## config.mk

```make
export PLATFORM = sky130hd
export DESIGN_NAME = laundry_job_scheduler
export DESIGN_NICKNAME = d
export VERILOG_FILES = /design/src/rtl/laundry_job_scheduler.sv
export SDC_FILE = /design/constraint.sdc
export NUM_CORES = 1
export LEC_CHECK = 0
export CORE_MARGIN = 3
export CORE_UTILIZATION = 35
export DETAILED_ROUTE_END_ITERATION = 16
export HOLD_SLACK_MARGIN = 0.1
export PLACE_DENSITY = 0.68
export SETUP_SLACK_MARGIN = 0.3
export SYNTH_ARGS = -nofsm -noshare
export SYNTH_HDL_FRONTEND = slang
export SYNTH_SLANG_ARGS = --single-unit
```

## constraint.sdc

```tcl
create_clock -name clk -period 2 [get_ports clk]
set_input_delay 0.5 -clock clk [delete_from_list [all_inputs] [get_ports clk]]
set_output_delay 0.5 -clock clk [all_outputs]
set_load 0.01 [all_outputs]
```

## src/rtl/laundry_job_scheduler.sv

```systemverilog
`default_nettype none
// +--------------------------------------------------------------------------+
// | Module   : laundry_job_scheduler                                         |
// | Purpose  : Buffers wash-job requests in a small FIFO and sequences the   |
// |            washing-machine controller one job at a time: launch pulse,   |
// |            program decode, wait for completion, forced cool-down gap and |
// |            an optional watchdog that aborts hung jobs.                   |
// | Revision : 1.0 - initial release                                         |
// +--------------------------------------------------------------------------+
// | Parameters                                                               |
// |   DEPTH        job FIFO depth (power of two, >= 2)                        |
// |   GAP_CYCLES   idle cycles forced between jobs (>= 1)                     |
// |   WATCHDOG     unpaused RUN cycles before a job is aborted (>= 2)         |
// | Ports                                                                    |
// |   clk, rst     rising-edge clock, synchronous active-high reset           |
// |   req_valid/req_prog/req_ready   request handshake, 2-bit program         |
// |   pause        hold dispatch of new jobs and freeze the watchdog          |
// |   machine_done completion pulse from the machine                          |
// |   start        one-cycle launch pulse to the machine                      |
// |   double_wash, dry_wash   decoded program, held while the job runs        |
// |   busy         a job is launching, running or in its gap                  |
// |   job_done, job_fault, illegal_prog   one-cycle status pulses             |
// |   queue_count  jobs waiting in the FIFO                                   |
// | Build option                                                             |
// |   SCHED_WATCHDOG_EN  when defined, the watchdog counter and fault path    |
// |                      exist; otherwise RUN waits for machine_done forever  |
// |                      and job_fault is constant 0.                         |
// +--------------------------------------------------------------------------+
module laundry_job_scheduler #(
  parameter int DEPTH      = 4,
  parameter int GAP_CYCLES = 3,
  parameter int WATCHDOG   = 64
) (
  input  logic                   clk,
  input  logic                   rst,
  input  logic                   req_valid,
  input  logic [1:0]             req_prog,
  output logic                   req_ready,
  input  logic                   pause,
  input  logic                   machine_done,
  output logic                   start,
  output logic                   double_wash,
  output logic                   dry_wash,
  output logic                   busy,
  output logic                   job_done,
  output logic                   job_fault,
  output logic                   illegal_prog,
  output logic [$clog2(DEPTH):0] queue_count
);

  localparam int PTR_W = $clog2(DEPTH);
  localparam int CNT_W = PTR_W + 1;
  localparam int GAP_W = $clog2(GAP_CYCLES + 1);

  localparam logic [1:0] PROG_DOUBLE  = 2'b01;
  localparam logic [1:0] PROG_STEAM   = 2'b10;
  localparam logic [1:0] PROG_ILLEGAL = 2'b11;

  if (DEPTH < 2 || (DEPTH & (DEPTH - 1)) != 0) begin : g_chk_depth
    $error("laundry_job_scheduler: DEPTH must be a power of two >= 2");
  end
  if (GAP_CYCLES < 1) begin : g_chk_gap
    $error("laundry_job_scheduler: GAP_CYCLES must be >= 1");
  end
  if (WATCHDOG < 2) begin : g_chk_watchdog
    $error("laundry_job_scheduler: WATCHDOG must be >= 2");
  end

  typedef enum logic [1:0] {
    ST_IDLE   = 2'd0,
    ST_LAUNCH = 2'd1,
    ST_RUN    = 2'd2,
    ST_GAP    = 2'd3
  } state_t;

  state_t           state_q, state_d;
  logic [1:0]       fifo_q [DEPTH];
  logic [PTR_W-1:0] wr_ptr_q, wr_ptr_d;
  logic [PTR_W-1:0] rd_ptr_q, rd_ptr_d;
  logic [CNT_W-1:0] count_q, count_d;
  logic [GAP_W-1:0] gap_q, gap_d;
  logic             ready_q, ready_d;
  logic             start_q, start_d;
  logic             double_q, double_d;
  logic             dry_q, dry_d;
  logic             busy_q, busy_d;
  logic             done_q, done_d;
  logic             illegal_q, illegal_d;
`ifdef SCHED_WATCHDOG_EN
  localparam int WD_W = $clog2(WATCHDOG);
  logic [WD_W-1:0]  wd_q, wd_d;
  logic             fault_q, fault_d;
`endif

  logic             accept;
  logic             push;
  logic             pop;
  logic             illegal;
  logic [1:0]       head;

  always_comb begin
    // Program 11 completes the handshake but never occupies a FIFO slot.
    accept   = req_valid && ready_q;
    illegal  = accept && (req_prog == PROG_ILLEGAL);
    push     = accept && (req_prog != PROG_ILLEGAL);
    pop      = (state_q == ST_IDLE) && (count_q != '0) && !pause;
    head     = fifo_q[rd_ptr_q];

    wr_ptr_d = push ? wr_ptr_q + 1'b1 : wr_ptr_q;
    rd_ptr_d = pop  ? rd_ptr_q + 1'b1 : rd_ptr_q;

    count_d = count_q;
    if (push && !pop) begin
      count_d = count_q + 1'b1;
    end else if (!push && pop) begin
      count_d = count_q - 1'b1;
    end
    ready_d   = (count_d != CNT_W'(DEPTH));
    illegal_d = illegal;

    state_d  = state_q;
    start_d  = 1'b0;
    done_d   = 1'b0;
    double_d = double_q;
    dry_d    = dry_q;
    gap_d    = gap_q;
`ifdef SCHED_WATCHDOG_EN
    wd_d     = wd_q;
    fault_d  = 1'b0;
`endif

    case (state_q)
      ST_IDLE: begin
        // Decode at pop time so the program flags are already valid in
        // the same cycle as the start pulse.
        if (pop) begin
          state_d  = ST_LAUNCH;
          start_d  = 1'b1;
          double_d = (head == PROG_DOUBLE);
          dry_d    = (head == PROG_STEAM);
        end
      end
      ST_LAUNCH: begin
        state_d = ST_RUN;
`ifdef SCHED_WATCHDOG_EN
        wd_d    = '0;
`endif
      end
      ST_RUN: begin
        // Completion has priority over a watchdog expiry in the same cycle.
        if (machine_done) begin
          state_d  = ST_GAP;
          done_d   = 1'b1;
          double_d = 1'b0;
          dry_d    = 1'b0;
          gap_d    = '0;
        end
`ifdef SCHED_WATCHDOG_EN
        else if (!pause) begin
          if (wd_q == WD_W'(WATCHDOG - 1)) begin
            state_d  = ST_GAP;
            fault_d  = 1'b1;
            double_d = 1'b0;
            dry_d    = 1'b0;
            gap_d    = '0;
          end else begin
            wd_d = wd_q + 1'b1;
          end
        end
`endif
      end
      ST_GAP: begin
        // The first GAP cycle carries the done/fault pulse; GAP_CYCLES
        // further cycles of cool-down follow before IDLE can dispatch.
        if (gap_q == GAP_W'(GAP_CYCLES)) begin
          state_d = ST_IDLE;
        end else begin
          gap_d = gap_q + 1'b1;
        end
      end
      default: begin
        state_d = ST_IDLE;
      end
    endcase

    busy_d = (state_d != ST_IDLE);
  end

  always_ff @(posedge clk) begin
    if (rst) begin
      state_q   <= ST_IDLE;
      wr_ptr_q  <= '0;
      rd_ptr_q  <= '0;
      count_q   <= '0;
      gap_q     <= '0;
      ready_q   <= 1'b1;
      start_q   <= 1'b0;
      double_q  <= 1'b0;
      dry_q     <= 1'b0;
      busy_q    <= 1'b0;
      done_q    <= 1'b0;
      illegal_q <= 1'b0;
`ifdef SCHED_WATCHDOG_EN
      wd_q      <= '0;
      fault_q   <= 1'b0;
`endif
    end else begin
      state_q   <= state_d;
      wr_ptr_q  <= wr_ptr_d;
      rd_ptr_q  <= rd_ptr_d;
      count_q   <= count_d;
      gap_q     <= gap_d;
      ready_q   <= ready_d;
      start_q   <= start_d;
      double_q  <= double_d;
      dry_q     <= dry_d;
      busy_q    <= busy_d;
      done_q    <= done_d;
      illegal_q <= illegal_d;
`ifdef SCHED_WATCHDOG_EN
      wd_q      <= wd_d;
      fault_q   <= fault_d;
`endif
    end
  end

  // Storage needs no reset: occupancy is tracked by the pointers and count.
  always_ff @(posedge clk) begin
    if (push) begin
      fifo_q[wr_ptr_q] <= req_prog;
    end
  end

  assign req_ready    = ready_q;
  assign start        = start_q;
  assign double_wash  = double_q;
  assign dry_wash     = dry_q;
  assign busy         = busy_q;
  assign job_done     = done_q;
  assign illegal_prog = illegal_q;
  assign queue_count  = count_q;
`ifdef SCHED_WATCHDOG_EN
  assign job_fault    = fault_q;
`else
  assign job_fault    = 1'b0;
`endif

endmodule
`default_nettype wire

```

==> flow_summary.html, run 1 <==
<table>
<tr><th>Metric</th><th>Value</th></tr>
<tr><th colspan="2">Outcome</th></tr>
<tr><td>Result of the run</td><td>finished, final reports clean</td></tr>
<tr><th colspan="2">Power</th></tr>
<tr><td>Highest ir drop seen on vdd</td><td>0.0006155 V</td></tr>
<tr><td>Net load switching power</td><td>685.7 µW</td></tr>
<tr><td>Share of power burned in combinational logic</td><td>50.0%</td></tr>
<tr><td>Clock power share</td><td>11.0%</td></tr>
<tr><td>Cell internal pwr</td><td>1361 µW</td></tr>
<tr><td>Pwr/cell area</td><td>1162 nW/µm²</td></tr>
<tr><td>Power share of the sequential group</td><td>38.9%</td></tr>
<tr><td>P_leak</td><td>0.0007553 µW</td></tr>
<tr><td>Fraction of power spent switching nets</td><td>33.50%</td></tr>
<tr><th colspan="2">Setup path</th></tr>
<tr><td>Slowest cell on crit path</td><td>or4_4</td></tr>
<tr><td>Data required time at the worst endpoint</td><td>2.23 ns</td></tr>
<tr><td>Reg2Reg Launch Point</td><td>queue_count[0]</td></tr>
<tr><td>Number of buffer and inverter instances along the worst setup path</td><td>2</td></tr>
<tr><td>Worst r2r dst</td><td>req_ready</td></tr>
<tr><td>Worst setup EP type</td><td>register</td></tr>
<tr><td>Critical Setup Path Class</td><td>register to register</td></tr>
<tr><td>CP peak stage delay</td><td>0.42 ns</td></tr>
<tr><td>Critical Path, Cell by Cell</td><td>inv_4 &gt; ha_4 &gt; nor2b_4 &gt; or4_4 &gt; buf_12 &gt; o32ai_4 &gt; mux2_4 &gt; o31ai_2</td></tr>
<tr><td>Worst R2R Path Depth</td><td>8</td></tr>
<tr><td>CP arrival</td><td>2.09 ns</td></tr>
<tr><td>Setup crit start</td><td>queue_count[0]</td></tr>
<tr><td>Largest fanout of any net on the critical path</td><td>8</td></tr>
<tr><td>Crit path max-delay family</td><td>simple AND/OR/NAND/NOR gates</td></tr>
<tr><td>Critical path launch point type</td><td>register</td></tr>
<tr><td>Reg2reg setup slack</td><td>0.14 ns</td></tr>
<tr><th colspan="2">Drt</th></tr>
<tr><td>Count of antenna-violating nets left after detailed routing</td><td>0</td></tr>
<tr><td>Number of remaining DRC errors</td><td>0</td></tr>
<tr><td>Total number of vias</td><td>902</td></tr>
<tr><td>Number of vias per cell</td><td>4.747</td></tr>
<tr><td>Avg WL per Cell</td><td>12.13 µm</td></tr>
<tr><td>First-pass iteration count of the detailed router</td><td>4</td></tr>
<tr><td>Overall routed net length</td><td>2304 µm</td></tr>
<tr><td>Iteration-0 DRC count of the detailed router</td><td>36</td></tr>
<tr><th colspan="2">Clocking</th></tr>
<tr><td>Reg clk slew, reported paths</td><td>0.14 ns</td></tr>
<tr><td>Number of H-tree levels</td><td>1</td></tr>
<tr><td>TritonCTS clock tree</td><td>yes</td></tr>
<tr><td>Number of buffers added to fix hold violations after cts</td><td>0</td></tr>
<tr><td>Number of clock sinks</td><td>28</td></tr>
<tr><td>Inserted Clock Buffers</td><td>3</td></tr>
<tr><td>Clk root buf</td><td>clkbuf_4</td></tr>
<tr><td>Maximum root-to-sink buffer count</td><td>2</td></tr>
<tr><td>Worst-skew pair later-pin latency</td><td>0.32 ns</td></tr>
<tr><th colspan="2">Synth</th></tr>
<tr><td>Avg Inst Size Synth</td><td>11.14 µm²</td></tr>
<tr><td>Mapped Nets</td><td>128</td></tr>
<tr><td>Cell taking the most area after synthesis</td><td>dfxtp_1</td></tr>
<tr><td>Number of flip-flops and latches in the synthesized netlist</td><td>28</td></tr>
<tr><td>Most frequently used cell type in the post-synthesis netlist</td><td>dfxtp_1</td></tr>
<tr><td>Number of warning messages in the yosys log</td><td>0</td></tr>
<tr><td>Number of flops mapped to enable cells by yosys</td><td>8</td></tr>
<tr><td>Number of unique standard cell types used by synthesis</td><td>37</td></tr>
<tr><td>Synth top area cells</td><td>dfxtp_1 (32%), edfxtp_1 (19%), ha_1 (8.0%), nor2_1 (4.2%), mux4_2 (3.6%)</td></tr>
<tr><td>Most used standard cells in the synthesized netlist</td><td>dfxtp_1 (20), nor2_1 (14), edfxtp_1 (8), ha_1 (8), inv_1 (6)</td></tr>
<tr><td>Synth Instances</td><td>113</td></tr>
<tr><td>Dominant register cell in the synthesized netlist</td><td>dfxtp_1</td></tr>
<tr><td>Netlist area before placement</td><td>1259 µm²</td></tr>
<tr><td>Share of synthesized flip-flops with an asynchronous set or reset</td><td>0%</td></tr>
<tr><td>Top-area cell type share of the netlist area</td><td>31.81%</td></tr>
<tr><td>Portion of the post-synthesis area used by sequential elements</td><td>50.89%</td></tr>
<tr><th colspan="2">Floorplanning</th></tr>
<tr><td>Starting density of the core</td><td>37.14%</td></tr>
<tr><td>Width of the die</td><td>65.97 µm</td></tr>
<tr><td>Area of the core region</td><td>3390 µm²</td></tr>
<tr><td># rows</td><td>21</td></tr>
<tr><td>I/O pin total</td><td>18</td></tr>
<tr><td>Die area</td><td>4352 µm²</td></tr>
<tr><td>Y dimension of the die</td><td>65.97 µm</td></tr>
<tr><th colspan="2">Layout</th></tr>
<tr><td>Post-layout instance area</td><td>1762 µm²</td></tr>
<tr><td>Number of filler cells placed in the layout</td><td>290</td></tr>
<tr><td>Share of cells above drive strength 1</td><td>31.94%</td></tr>
<tr><td>Final antenna diode count</td><td>0</td></tr>
<tr><td>Cell Count, Final, Fillers Out</td><td>190</td></tr>
<tr><td>Area Overhead vs Synth</td><td>39.96%</td></tr>
<tr><td>Share of the core filled with cells</td><td>51.97%</td></tr>
<tr><td>Final-stage net count</td><td>160</td></tr>
<tr><th colspan="2">Place</th></tr>
<tr><td>Placed Cells incl. Taps</td><td>179</td></tr>
<tr><td>Half-perimeter wire length after detailed placement</td><td>1653 µm</td></tr>
<tr><td>Weighted congestion reported at the end of routability-driven placement</td><td>0.7353</td></tr>
<tr><td>Count of buffers inserted at the top-level ports</td><td>16</td></tr>
<tr><td>Cell area reported after detailed placement</td><td>1539 µm²</td></tr>
<tr><th colspan="2">GRT</th></tr>
<tr><td>Total routing resource utilization after global routing</td><td>12.07%</td></tr>
<tr><td>GRT overflow</td><td>0</td></tr>
<tr><td>Pin count of the biggest net entering global routing</td><td>16</td></tr>
<tr><td>Vias in the first global route</td><td>953</td></tr>
<tr><td>Antenna violations before repair</td><td>0</td></tr>
<tr><td>First-pass GRT wire length</td><td>4036 µm</td></tr>
<tr><th colspan="2">Hold path</th></tr>
<tr><td>Path type of the worst min-delay path</td><td>register to register</td></tr>
<tr><td>Source of the worst hold timing path</td><td>dry_wash</td></tr>
<tr><td>Worst min-delay path endpoint</td><td>dry_wash</td></tr>
<tr><td>Worst hold path stage count</td><td>2</td></tr>
<tr><th colspan="2">STA</th></tr>
<tr><td>Top achievable clock speed</td><td>538.7 MHz</td></tr>
<tr><td>Share of the clock period used by the worst path</td><td>92.81%</td></tr>
<tr><td>Number of endpoints failing setup at the final stage</td><td>0</td></tr>
<tr><td>Time the worst path needs with I/O delays and setup</td><td>1.856 ns</td></tr>
<tr><td>Number of endpoints with negative hold slack in the final report</td><td>0</td></tr>
<tr><td>Max Transition Viols Final</td><td>0</td></tr>
<tr><td>Setup repair after global routing missed its margin</td><td>true</td></tr>
<tr><td>Final clock skew</td><td>0.01292 ns</td></tr>
<tr><th colspan="2">Job</th></tr>
<tr><td>Number of violations of the max-capacitance limit</td><td>0</td></tr>
</table>
-- how the worst max path moves through the flow --
stage,to,slack [ns],depth (start not counted)
3_3_place_gp,req_ready,-0.14,6
4_1_cts,fifo_q[0][0],0.15,5
6_report,req_ready,0.14,8
5_1_grt,req_ready,0.07,8
3_5_place_dp,req_ready,-0.21,6
2_1_floorplan,queue_count[1],0.20,9
-- what timing repair did --
| action | in CTS | in global routing |
|---|---|---|
| pin swaps | 4 | 2 |
| gates resized for setup | 23 | 12 |
| setup endpoints to repair | 16 | 25 |
| hold endpoints to repair | 0 | 0 |
| setup buffers | 5 | 2 |
-- routing by layer --
metal | share of wire, % | vias up | global-route usage (%)
met4 | 2.2 | 0 | 6.091
li1 | - | 455 | -
met3 | 3.6 | 6 | 2.721
met1 | 42 | 418 | 13.65
met2 | 52 | 23 | 21.15
met5 | 0 | - | 0
-- power by group through the flow --
stage	Clock, µW	Sequential (µW)	Combinational, µW
floorplan	0	818	515
global placement	0	815	700
detailed placement	0	820	713
CTS	240	795	928
global route	259	816	1120
finish	226	797	1020
-- tightest hold or removal path: stages (launching register included) --
cell     delay [ns]
dfxtp_1        0.36
a31oi_1        0.07
nor2_1         0.07
-- final cells by class --
cell class	count	area, µm²	area share, %
inverter	6	25.02	1.420
clock buffer	4	26.28	1.491
tap	46	57.56	3.267
timing repair buffer	33	322.8	18.32
sequential	28	651.9	37.00
multi-input combinational	73	678.2	38.49
-- logic make-up after synthesis --
kind of cell | Yosys count | synth area share [%]
buf+inv | 12 | 5.765
mux | 5 | 6.163
compound gates | 18 | 9.643
flops | 28 | 50.89
xor+xnor | 5 | 3.479
fa+ha+maj | 8 | 7.953
simple gates | 36 | 15.81
other cells | 1 | 0.2979
-- registers in the layout (all words and copies together) (netlist names), named ones only --
name          flops
req_ready         1
start             1
fifo_q            8
job_done          1
double_wash       1
illegal_prog      1
wr_ptr_q          2
dry_wash          1
queue_count       3
state_q           2
gap_q             2
busy              1
rd_ptr_q          2
-- placed cells by master, fill, tap and decap left out, types with 4 or more instances in the layout --
cell and count:
dfxtp_1 17, buf_4 14, nor2_1 11, edfxtp_1 8
ha_1 7, clkdlybuf4s50_1 6, and2_1 5, dlygate4sd2_1 5
dlymetal6s2s_1 5, inv_1 4, o21ai_0 4
-- metrics by stage --
step	power (µW)	TNS, ns	hold WS (ns)	worst slack [ns]
2_1_floorplan	1333	0	0.4834	0.2036
3_3_place_gp	1516	-0.8759	0.4834	-0.1413
3_5_place_dp	1533	-1.537	0.5049	-0.2089
4_1_cts	1964	0	0.5291	0.1477
5_1_grt	2192	0	0.5760	0.07272
6_report	2046	0	0.5234	0.1437
(Power assumes the default switching activity.)
==> run 2, diff against run 1 <==
--- a/config.mk
+++ b/config.mk
@@ -9,6 +9,7 @@
 export CORE_UTILIZATION = 35
 export DETAILED_ROUTE_END_ITERATION = 16
 export HOLD_SLACK_MARGIN = 0.1
+export MAX_ROUTING_LAYER = met4
 export PLACE_DENSITY = 0.68
 export SETUP_SLACK_MARGIN = 0.3
 export SYNTH_ARGS = -nofsm -noshare
==> run 2 against run 1 <==
Net effect: core utilization unchanged; global-route usage increased by 0.32 points; routed wire length about the same; combinational power hardly changed; fmax barely moved; setup slack about the same; critical path type unchanged.
==> flow_summary.html, run 2 (synthesis gave the netlist of run 1 again) <==
<table>
<tr><th>Metric</th><th>Value</th></tr>
<tr><th colspan="2">Drt</th></tr>
<tr><td>Count of antenna-violating nets left after detailed routing</td><td>0</td></tr>
<tr><td>Overall routed net length</td><td>2303 µm</td></tr>
<tr><td>Number of vias per cell</td><td>4.758</td></tr>
<tr><td>Number of remaining DRC errors</td><td>0</td></tr>
<tr><td>Avg WL per Cell</td><td>12.12 µm</td></tr>
<tr><td>Total number of vias</td><td>904</td></tr>
<tr><td>Iteration-0 DRC count of the detailed router</td><td>32</td></tr>
<tr><td>First-pass iteration count of the detailed router</td><td>4</td></tr>
<tr><th colspan="2">Clocking</th></tr>
<tr><td>Inserted Clock Buffers</td><td>3</td></tr>
<tr><td>Maximum root-to-sink buffer count</td><td>2</td></tr>
<tr><td>Clk root buf</td><td>clkbuf_4</td></tr>
<tr><td>Worst-skew pair later-pin latency</td><td>0.32 ns</td></tr>
<tr><td>Number of clock sinks</td><td>28</td></tr>
<tr><td>Number of H-tree levels</td><td>1</td></tr>
<tr><td>Number of buffers added to fix hold violations after cts</td><td>0</td></tr>
<tr><td>Reg clk slew, reported paths</td><td>0.14 ns</td></tr>
<tr><td>TritonCTS clock tree</td><td>yes</td></tr>
<tr><th colspan="2">Layout</th></tr>
<tr><td>Most used cells in the layout excluding fill and tap cells</td><td>dfxtp_1 (17), buf_4 (14), nor2_1 (11), edfxtp_1 (8), ha_1 (7)</td></tr>
<tr><td>Final-stage net count</td><td>160</td></tr>
<tr><td>Flip-flop and latch area</td><td>651.9 µm²</td></tr>
<tr><td>Share of the core filled with cells</td><td>51.97%</td></tr>
<tr><td>Area Overhead vs Synth</td><td>39.96%</td></tr>
<tr><td>Share of cells above drive strength 1</td><td>31.94%</td></tr>
<tr><td>Leading cell type in the layout, fill and taps excluded</td><td>dfxtp_1</td></tr>
<tr><td>Multi-input gate area</td><td>678.2 µm²</td></tr>
<tr><td>Max FFs per register</td><td>8</td></tr>
<tr><td>Final antenna diode count</td><td>0</td></tr>
<tr><td>Register name with the most flops</td><td>fifo_q</td></tr>
<tr><td>Number of filler cells placed in the layout</td><td>290</td></tr>
<tr><th colspan="2">Floorplanning</th></tr>
<tr><td>Starting density of the core</td><td>37.14%</td></tr>
<tr><td># rows</td><td>21</td></tr>
<tr><td>Y dimension of the die</td><td>65.97 µm</td></tr>
<tr><td>Area of the core region</td><td>3390 µm²</td></tr>
<tr><td>I/O pin total</td><td>18</td></tr>
<tr><td>Die area</td><td>4352 µm²</td></tr>
<tr><td>Width of the die</td><td>65.97 µm</td></tr>
<tr><th colspan="2">Power</th></tr>
<tr><td>Cell internal pwr</td><td>1361 µW</td></tr>
<tr><td>Fraction of power spent switching nets</td><td>33.50%</td></tr>
<tr><td>Power share of the sequential group</td><td>38.9%</td></tr>
<tr><td>Pwr/cell area</td><td>1162 nW/µm²</td></tr>
<tr><td>Net load switching power</td><td>685.7 µW</td></tr>
<tr><td>Highest ir drop seen on vdd</td><td>0.0006154 V</td></tr>
<tr><td>P_leak</td><td>0.0007553 µW</td></tr>
<tr><td>Share of power burned in combinational logic</td><td>50.0%</td></tr>
<tr><td>Clock power share</td><td>11.0%</td></tr>
<tr><th colspan="2">GRT</th></tr>
<tr><td>GRT overflow</td><td>0</td></tr>
<tr><td>Antenna violations before repair</td><td>0</td></tr>
<tr><td>Total routing resource utilization after global routing</td><td>12.39%</td></tr>
<tr><td>Vias in the first global route</td><td>953</td></tr>
<tr><td>Pin count of the biggest net entering global routing</td><td>16</td></tr>
<tr><td>First-pass GRT wire length</td><td>4043 µm</td></tr>
<tr><th colspan="2">STA</th></tr>
<tr><td>Final sum of negative setup slack</td><td>0 ns</td></tr>
<tr><td>Setup repair after global routing missed its margin</td><td>true</td></tr>
<tr><td>Final clock skew</td><td>0.01286 ns</td></tr>
<tr><td>Time the worst path needs with I/O delays and setup</td><td>1.856 ns</td></tr>
<tr><td>Share of the clock period used by the worst path</td><td>92.82%</td></tr>
<tr><td>Number of endpoints failing setup at the final stage</td><td>0</td></tr>
<tr><td>Number of endpoints with negative hold slack in the final report</td><td>0</td></tr>
<tr><td>Top achievable clock speed</td><td>538.7 MHz</td></tr>
<tr><td>Max Transition Viols Final</td><td>0</td></tr>
<tr><th colspan="2">Setup path</th></tr>
<tr><td>Critical Setup Path Class</td><td>register to register</td></tr>
<tr><td>Slowest cell on crit path</td><td>or4_4</td></tr>
<tr><td>Critical path launch point type</td><td>register</td></tr>
<tr><td>Number of buffer and inverter instances along the worst setup path</td><td>2</td></tr>
<tr><td>Largest fanout of any net on the critical path</td><td>8</td></tr>
<tr><td>Worst setup EP type</td><td>register</td></tr>
<tr><td>CP peak stage delay</td><td>0.42 ns</td></tr>
<tr><td>Critical Path, Cell by Cell</td><td>inv_4 &gt; ha_4 &gt; nor2b_4 &gt; or4_4 &gt; buf_12 &gt; o32ai_4 &gt; mux2_4 &gt; o31ai_2</td></tr>
<tr><td>CP arrival</td><td>2.09 ns</td></tr>
<tr><td>Crit path max-delay family</td><td>simple AND/OR/NAND/NOR gates</td></tr>
<tr><td>Data required time at the worst endpoint</td><td>2.23 ns</td></tr>
<tr><th colspan="2">Job</th></tr>
<tr><td>Number of violations of the max-capacitance limit</td><td>0</td></tr>
<tr><th colspan="2">Place</th></tr>
<tr><td>Half-perimeter wire length after detailed placement</td><td>1653 µm</td></tr>
<tr><td>Count of buffers inserted at the top-level ports</td><td>16</td></tr>
<tr><td>Weighted congestion reported at the end of routability-driven placement</td><td>0.7444</td></tr>
<tr><th colspan="2">Outcome</th></tr>
<tr><td>Result of the run</td><td>finished, final reports clean</td></tr>
<tr><th colspan="2">Hold path</th></tr>
<tr><td>Path type of the worst min-delay path</td><td>register to register</td></tr>
</table>
run 2: cell counts in the layout (fill, tap and decap cells not counted):
Identical to the previous run, type by type.
run 2: per-layer routing:
metal  vias up  GRT usage [%]  routed length (µm)
li1        455              -                   -
met5         -              -                   0
met2        23          21.15                1196
met1       420          13.65                 973
met4         0          6.091                  48
met3         6          2.721                  84
run 2: final timing paths:
path                            slack, ns  cells past startpoint            from         to
worst max-delay path                 0.14                      8  queue_count[0]  req_ready
worst min-delay path                 0.52                      2        dry_wash   dry_wash
worst max register to register       0.14                      8  queue_count[0]  req_ready
worst min register to register       0.52                      2        dry_wash   dry_wash
run 2: tightest hold or removal path: cells and delay by family, from the launching register on:
kind	cells	cell delay, ns
compound gates	1	0.07
flops	1	0.36
simple gates	1	0.07
run 2: timing repair:
item                                    in CTS  in global routing
hold endpoints to repair                     0                  0
gates resized for setup                     23                 12
endpoints found under the setup margin      16                 25
pin swaps                                    4                  2
setup buffers                                5                  2
cloned                                       0                  0
run 2: final cells by class:
class,instances,share of cell area [%]
Multi-Input combinational cell,73,38.49
Tap cell,46,3.267
Clock buffer,4,1.491
Inverter,6,1.420
Timing Repair Buffer,33,18.32
Sequential cell,28,37.00
run 2: through the flow:
step | instance area [µm²] | cells | worst slack (ns) | power, µW | hold slack [ns]
6_report | 1762 | 190 | 0.1436 | 2046 | 0.5233
4_1_cts | 1679 | 188 | 0.1477 | 1964 | 0.5291
5_1_grt | 1762 | 190 | 0.07272 | 2192 | 0.5760
3_3_place_gp | 1539 | 179 | -0.1413 | 1516 | 0.4834
3_5_place_dp | 1539 | 179 | -0.2089 | 1533 | 0.5049
2_1_floorplan | 1303 | 113 | 0.2036 | 1333 | 0.4834
run 2: power groups by stage:
stage	Sequential (µW)	Clock, µW	Combinational [µW]
2_1_floorplan	818	0	515
3_3_place_gp	815	0	700
3_5_place_dp	820	0	713
4_1_cts	795	240	928
5_1_grt	816	259	1120
6_report	797	226	1020
